===== config.mk =====
export PLATFORM = sky130hd
export DESIGN_NAME = ps2_rx_fifo
export DESIGN_NICKNAME = d
export VERILOG_FILES = /design/src/rtl/ps2_rx_fifo.sv
export SDC_FILE = /design/constraint.sdc
export NUM_CORES = 1
export LEC_CHECK = 0
export CELL_PAD_IN_SITES_DETAIL_PLACEMENT = 0
export CELL_PAD_IN_SITES_GLOBAL_PLACEMENT = 1
export CORE_MARGIN = 8
export CORE_UTILIZATION = 55
export CTS_BUF_LIST = sky130_fd_sc_hd__clkbuf_4 sky130_fd_sc_hd__clkbuf_8 sky130_fd_sc_hd__clkbuf_16
export DETAILED_ROUTE_END_ITERATION = 6
export GPL_ROUTABILITY_DRIVEN = 1
export MAX_ROUTING_LAYER = met4
export PLACE_DENSITY_LB_ADDON = 0.1
export SYNTH_ARGS = -nofsm -noshare
export SYNTH_HDL_FRONTEND = slang
export SYNTH_SLANG_ARGS = --single-unit

===== constraint.sdc =====
create_clock -name clkk -period 4.2 [get_ports clkk]
set_input_delay 0.84 -clock clkk [delete_from_list [all_inputs] [get_ports clkk]]
set_output_delay 0.84 -clock clkk [all_outputs]
set_load 0.1 [all_outputs]

===== src/rtl/ps2_rx_fifo.sv =====
// PS/2 device-to-host receiver: 2-flop sync, clock glitch filter, frame FSM, byte FIFO.
// Latency: byte visible (dsr high) two clkk cycles after the filtered stop-bit falling edge.
// Backpressure: none toward the device; a good byte arriving when full is dropped with an overflow pulse.
module ps2_rx_fifo #(
    parameter int DEPTH          = 8,
    parameter int FILTER         = 8,
    parameter int TIMEOUT_CYCLES = 20000
) (
    input  logic                       clkk,
    input  logic                       reset_n,
    input  logic                       ps2_clk,
    input  logic                       ps2_dat,
    input  logic                       rden,
    output logic [7:0]                 q,
    output logic                       dsr,
    output logic                       frame_err,
    output logic                       overflow,
    output logic [$clog2(DEPTH):0]     level
);

    localparam int PW  = $clog2(DEPTH);
    localparam int LW  = PW + 1;
    localparam int FCW = $clog2(FILTER + 1);
    localparam int TW  = $clog2(TIMEOUT_CYCLES + 1);

    typedef enum logic [1:0] {
        IDLE   = 2'd0,
        DATA   = 2'd1,
        PARITY = 2'd2,
        STOP   = 2'd3
    } state_t;

    // ---------------- input conditioning ----------------
    logic           clk_s1_q, clk_s2_q, dat_s1_q, dat_s2_q;
    logic           filt_q, filt_d;
    logic [FCW-1:0] fcnt_q, fcnt_d;
    logic           fall;

    // Two-flop synchronisers for both raw lines; idle level is high.
    always_ff @(posedge clkk or negedge reset_n) begin
        if (!reset_n) begin
            clk_s1_q <= 1'b1;
            clk_s2_q <= 1'b1;
            dat_s1_q <= 1'b1;
            dat_s2_q <= 1'b1;
        end else begin
            clk_s1_q <= ps2_clk;
            clk_s2_q <= clk_s1_q;
            dat_s1_q <= ps2_dat;
            dat_s2_q <= dat_s1_q;
        end
    end

    // Filtered clock only follows the synchronised clock after FILTER consecutive differing samples.
    always_comb begin
        filt_d = filt_q;
        fcnt_d = '0;
        if (clk_s2_q != filt_q) begin
            if (fcnt_q == FCW'(FILTER - 1)) begin
                filt_d = clk_s2_q;
            end else begin
                fcnt_d = fcnt_q + FCW'(1);
            end
        end
    end

    // The edge is seen in the cycle the filtered level is about to drop, so data is sampled alongside it.
    assign fall = filt_q & ~filt_d;

    // ---------------- frame receiver ----------------
    state_t        state_q, state_d;
    logic [2:0]    bitcnt_q, bitcnt_d;
    logic [7:0]    shift_q, shift_d;
    logic          par_q, par_d;
    logic [TW-1:0] tcnt_q, tcnt_d;
    logic          push_q, push_d;
    logic [7:0]    push_dat_q, push_dat_d;
    logic          ferr_q, ferr_d;

    // Frame FSM advances on filtered falling edges; the watchdog abandons a stalled frame.
    always_comb begin
        state_d    = state_q;
        bitcnt_d   = bitcnt_q;
        shift_d    = shift_q;
        par_d      = par_q;
        tcnt_d     = '0;
        push_d     = 1'b0;
        push_dat_d = push_dat_q;
        ferr_d     = 1'b0;
        case (state_q)
            IDLE: begin
                // A high data line at a falling edge is a false start, silently ignored.
                if (fall && !dat_s2_q) begin
                    state_d  = DATA;
                    bitcnt_d = 3'd0;
                end
            end
            DATA: begin
                if (fall) begin
                    shift_d  = {dat_s2_q, shift_q[7:1]};
                    bitcnt_d = bitcnt_q + 3'd1;
                    if (bitcnt_q == 3'd7) begin
                        state_d = PARITY;
                    end
                end
            end
            PARITY: begin
                if (fall) begin
                    par_d   = dat_s2_q;
                    state_d = STOP;
                end
            end
            STOP: begin
                if (fall) begin
                    if (dat_s2_q && ((^shift_q) ^ par_q)) begin
                        push_d     = 1'b1;
                        push_dat_d = shift_q;
                    end else begin
                        ferr_d = 1'b1;
                    end
                    state_d = IDLE;
                end
            end
            default: state_d = IDLE;
        endcase
        if ((state_q != IDLE) && !fall) begin
            if (tcnt_q == TW'(TIMEOUT_CYCLES - 1)) begin
                ferr_d  = 1'b1;
                state_d = IDLE;
            end else begin
                tcnt_d = tcnt_q + TW'(1);
            end
        end
    end

    // Receiver and filter state registers.
    always_ff @(posedge clkk or negedge reset_n) begin
        if (!reset_n) begin
            filt_q     <= 1'b1;
            fcnt_q     <= '0;
            state_q    <= IDLE;
            bitcnt_q   <= 3'd0;
            shift_q    <= 8'h00;
            par_q      <= 1'b0;
            tcnt_q     <= '0;
            push_q     <= 1'b0;
            push_dat_q <= 8'h00;
            ferr_q     <= 1'b0;
        end else begin
            filt_q     <= filt_d;
            fcnt_q     <= fcnt_d;
            state_q    <= state_d;
            bitcnt_q   <= bitcnt_d;
            shift_q    <= shift_d;
            par_q      <= par_d;
            tcnt_q     <= tcnt_d;
            push_q     <= push_d;
            push_dat_q <= push_dat_d;
            ferr_q     <= ferr_d;
        end
    end

    // ---------------- byte FIFO ----------------
    logic [7:0]    mem_q [DEPTH];
    logic [LW-1:0] wr_ptr_q, wr_ptr_d, rd_ptr_q, rd_ptr_d;
    logic [LW-1:0] level_q, level_d;
    logic          dsr_q, dsr_d;
    logic [7:0]    q_q, q_d;
    logic          ovf_q, ovf_d;
    logic          rd_acc, wr_acc;

    // A read is only honoured on a visible byte; a write into a full FIFO needs a same-cycle read to make room.
    always_comb begin
        rd_acc   = rden & dsr_q;
        wr_acc   = push_q & ((level_q < LW'(DEPTH)) | rd_acc);
        ovf_d    = push_q & ~wr_acc;
        wr_ptr_d = wr_ptr_q + LW'(wr_acc);
        rd_ptr_d = rd_ptr_q + LW'(rd_acc);
        level_d  = level_q + LW'(wr_acc) - LW'(rd_acc);
        dsr_d    = (level_d != '0);
        q_d      = rd_acc ? mem_q[rd_ptr_q[PW-1:0]] : q_q;
    end

    // Storage array; contents are don't-care until written, so it carries no reset.
    always_ff @(posedge clkk) begin
        if (wr_acc) begin
            mem_q[wr_ptr_q[PW-1:0]] <= push_dat_q;
        end
    end

    // FIFO pointers, occupancy and registered outputs.
    always_ff @(posedge clkk or negedge reset_n) begin
        if (!reset_n) begin
            wr_ptr_q <= '0;
            rd_ptr_q <= '0;
            level_q  <= '0;
            dsr_q    <= 1'b0;
            q_q      <= 8'h00;
            ovf_q    <= 1'b0;
        end else begin
            wr_ptr_q <= wr_ptr_d;
            rd_ptr_q <= rd_ptr_d;
            level_q  <= level_d;
            dsr_q    <= dsr_d;
            q_q      <= q_d;
            ovf_q    <= ovf_d;
        end
    end

    assign q         = q_q;
    assign dsr       = dsr_q;
    assign frame_err = ferr_q;
    assign overflow  = ovf_q;
    assign level     = level_q;

endmodule


==> results.md <==
* Status: complete, no violations
* Sequential area share after synthesis at 68.27%
* R2R depth at 7
* Layout Skew at 0.005074 ns
* Die height at 114.3 µm
* # H-tree levels at 4
* Comb power frac at 13.1%
* GRT Overall Usage at 15.31%
* Final Max Slew Viols at 0
* Worst Setup End Kind: register
* Die area at 13,070 µm²
* Hold WC Path Type: register to register
* VDD IR max at 0.2969 mV
* Clk Latency, worst-skew pair at 0.51 ns
* Number of distinct library cells after synthesis at 39
* Internal at 2501 µW
* DRC errors left at 0
* Synth area leader: edfxtp_1
* Post_cts resized at 0
* Clock Path Buffers at 2
* # clock sinks at 132
* Top-area cell type share of the netlist area at 36.15%
* Hold slack at 0.3567 ns
* R2R Path End: dsr$_DFF_PN0_
* Dpl hpwl at 5.754 mm
* Final net count at 388
* Clock Power Share at 41.7%
* Synth warn at 0
* Mapped Cells at 337
* Sw frac at 27.01%
* Starting Density at 55.41%
* WL/cell at 16.52 µm
* Post-route setup slack at 1.254 ns
* Io pins at 20
* Area delta synth->final at 17.30%
* Setup bufs post-CTS at 0
* CTS Root Buffer Type: clkbuf_8
* Rows at 36
* Routability Congestion at 0.7517
* CP Data Required Time at 4.58 ns
* Max Fclk at 339.5 MHz
* Final period utilization at 70.13%
* CTS Buf Count at 17
* Worst reg2reg setup slack at 1.69 ns
* Clock-pin slew on the worst setup and hold paths at 0.06 ns
* Unrepaired setup endpoints after global routing: no
* Number of I/O port buffers at 19
* MaxCap Viol Count at 0
* Hold Vio Cnt, Final at 0
* Synth Area per Inst at 15.78 µm²
* Switching power at 925.8 µW
* Drt via density at 5.287
* Pleak at 0.002656 µW
* Worst Hold End: dat_s2_q$_DFF_PN1_
* Crit path max fanout at 19
* Setup violations, final at 0
* Diode count at 0
* Total number of vias at 2,728
* Period minus WS final at 2.946 ns
* First-pass GRT wire length at 14.71 mm
* Synth area leaders: edfxtp_1 (36%), dfrtp_1 (30%), mux4_2 (6.8%)
* Post-Syn Area at 5316 µm²
* P per Cell Area at 549.5 nW/µm²
* Setup TNS Final at 0 ns
* Slew headroom at 28.77%
* RR Startpoint: dsr$_DFF_PN0_
* CTS tree: yes
* Pre-CTS setup slack at 0.6907 ns
* Setup Crit Path Kind: input port to register
* Syn Nets at 355
* Largest net degree at the start of global routing at 51
* Worst hold path stage count at 0
* Seq cells post-synth at 132
* Initial DRT Pass Iterations at 5
* DR iter-0 viols at 176
* Worst setup SP type: input port
* Total congestion overflow at 0
* Routed WL at 8.522 mm
* Core footprint at 9594 µm²
* Die Width at 114.3 µm
* Worst-margin pin slew at 1.068 ns
* Power share of the sequential group at 45.2%
* Layout cells sized above 1 at 21.15%
* Min-Delay Startpoint: dat_s1_q$_DFF_PN1_
* Critical Path AT at 3.33 ns
* Vias in the first global route at 2,829
* Number of hold buffers added after CTS at 0
* Initial antenna violation count at 0
* Detail Route Antenna Nets at 0
-- flip-flops by register name (all words and copies together) (netlist names) --
| signal | cells |
|---|---|
| mem_q | 64 |
| tcnt_q | 15 |
| push_dat_q | 8 |
| q | 8 |
| shift_q | 8 |
| fcnt_q | 4 |
| level | 4 |
| bitcnt_q | 3 |
| rd_ptr_q | 3 |
| wr_ptr_q | 3 |
| state_q | 2 |
| clk_s1_q | 1 |
| clk_s2_q | 1 |
| dat_s1_q | 1 |
| dat_s2_q | 1 |
| dsr | 1 |
| filt_q | 1 |
| frame_err | 1 |
| overflow | 1 |
| par_q | 1 |
| push_q | 1 |
-- placed cells by master, fill, tap and decap left out, types with 3 or more instances in the layout --
cell type	n
and3_1	3
xnor2_1	14
ha_1	12
nand2b_1	4
dfrtp_1	63
mux2_2	19
bufinv_16	3
o21ai_0	11
clkinvlp_4	5
nand2_1	20
clkinv_2	5
nand3_1	5
mux2i_1	8
inv_1	10
a21oi_1	4
clkbuf_16	16
nand4_1	4
dfstp_2	5
buf_4	4
xor2_1	11
nor3_1	9
edfxtp_1	64
mux4_2	16
nor2_1	29
clkdlybuf4s50_1	18
-- how the worst max path moves through the flow --
stage	startpoint	end	slack (ns)	depth (start not counted)
6_report	rden	dsr$_DFF_PN0_	1.25	9
3_3_place_gp	rden	dsr$_DFF_PN0_	0.74	9
3_5_place_dp	rden	dsr$_DFF_PN0_	0.69	9
4_1_cts	rden	dsr$_DFF_PN0_	1.24	9
2_1_floorplan	dsr$_DFF_PN0_	dsr$_DFF_PN0_	1.15	8
5_1_grt	rden	dsr$_DFF_PN0_	1.04	9
-- synthesized netlist by cell type (all sizes together) --
cell type   n
inv        10
buf         6
nand2      20
xnor3       1
clkbuf      3
mux4       16
o21ai      11
ha         12
a22o        2
o22ai       1
nand4       5
nand3       5
nand3b      1
a21oi       4
mux2i       8
nand2b      4
a21o        1
and4        1
a31o        1
fa          1
or4         1
dfrtp      63
a211o       1
nor3b       1
nor3        9
xnor2      15
xor2       11
mux2       19
and3        3
nor2b       1
and3b       1
nor4        1
dfstp       5
edfxtp     64
nor2       29
-- stage by stage --
step	total power, µW	area, µm²	instances	utilization [%]
6_report	3427	6236	516	65.00
5_1_grt	3571	6236	516	65.00
4_1_cts	3472	6236	516	65.00
3_5_place_dp	2037	5653	484	58.92
3_3_place_gp	2022	5653	484	58.92
2_1_floorplan	1910	5316	337	-
-- power by group through the flow --
stage	logic [µW]	registers (µW)	clock network, µW
2_1_floorplan	287	1620	0
3_3_place_gp	444	1580	0
3_5_place_dp	460	1580	0
4_1_cts	458	1550	1460
5_1_grt	486	1560	1520
6_report	450	1550	1430
-- logic make-up (layout without fill, tap and decap cells) --
family,after synthesis,in the layout,share of synthesized area (%)
DFF,132,132,68.27
and+or+nand+nor,82,82,7.484
muxes,43,43,12.31
xor gates and xnor gates,27,27,4.848
AOI/OAI and AO/OA,21,21,2.330
buffers and inverters,19,65,1.553
adders and majority gates,13,13,3.201
-- routing by layer --
layer / up-vias / GRT usage, % / wire, µm / share of wire (%)
met5: - / - / 0 / 0
li1: 1308 / - / - / -
met3: 11 / 4.694 / 330 / 3.9
met1: 1365 / 19.17 / 3954 / 46
met2: 44 / 22.67 / 4127 / 48
met4: 0 / 6.655 / 110 / 1.3
-- worst max-delay path: stages --
cell,delay (ns)
clkdlybuf4s50_1,0.45
nand2_1,0.30
nand2_1,0.17
nand2_1,0.09
ha_1,0.28
inv_1,0.04
ha_1,0.19
fa_1,0.45
or4_1,0.52
-- final cells by class --
| type | instances | area, µm² |
|---|---|---|
| clock buffer | 18 | 421.7 |
| clock inverter | 14 | 161.4 |
| fill | 702 | 3358 |
| inverter | 10 | 37.54 |
| multi-input combinational | 186 | 1604 |
| sequential | 132 | 3630 |
| tap | 133 | 166.4 |
| timing repair buffer | 23 | 215.2 |
Power figures use the tool's default switching activity.
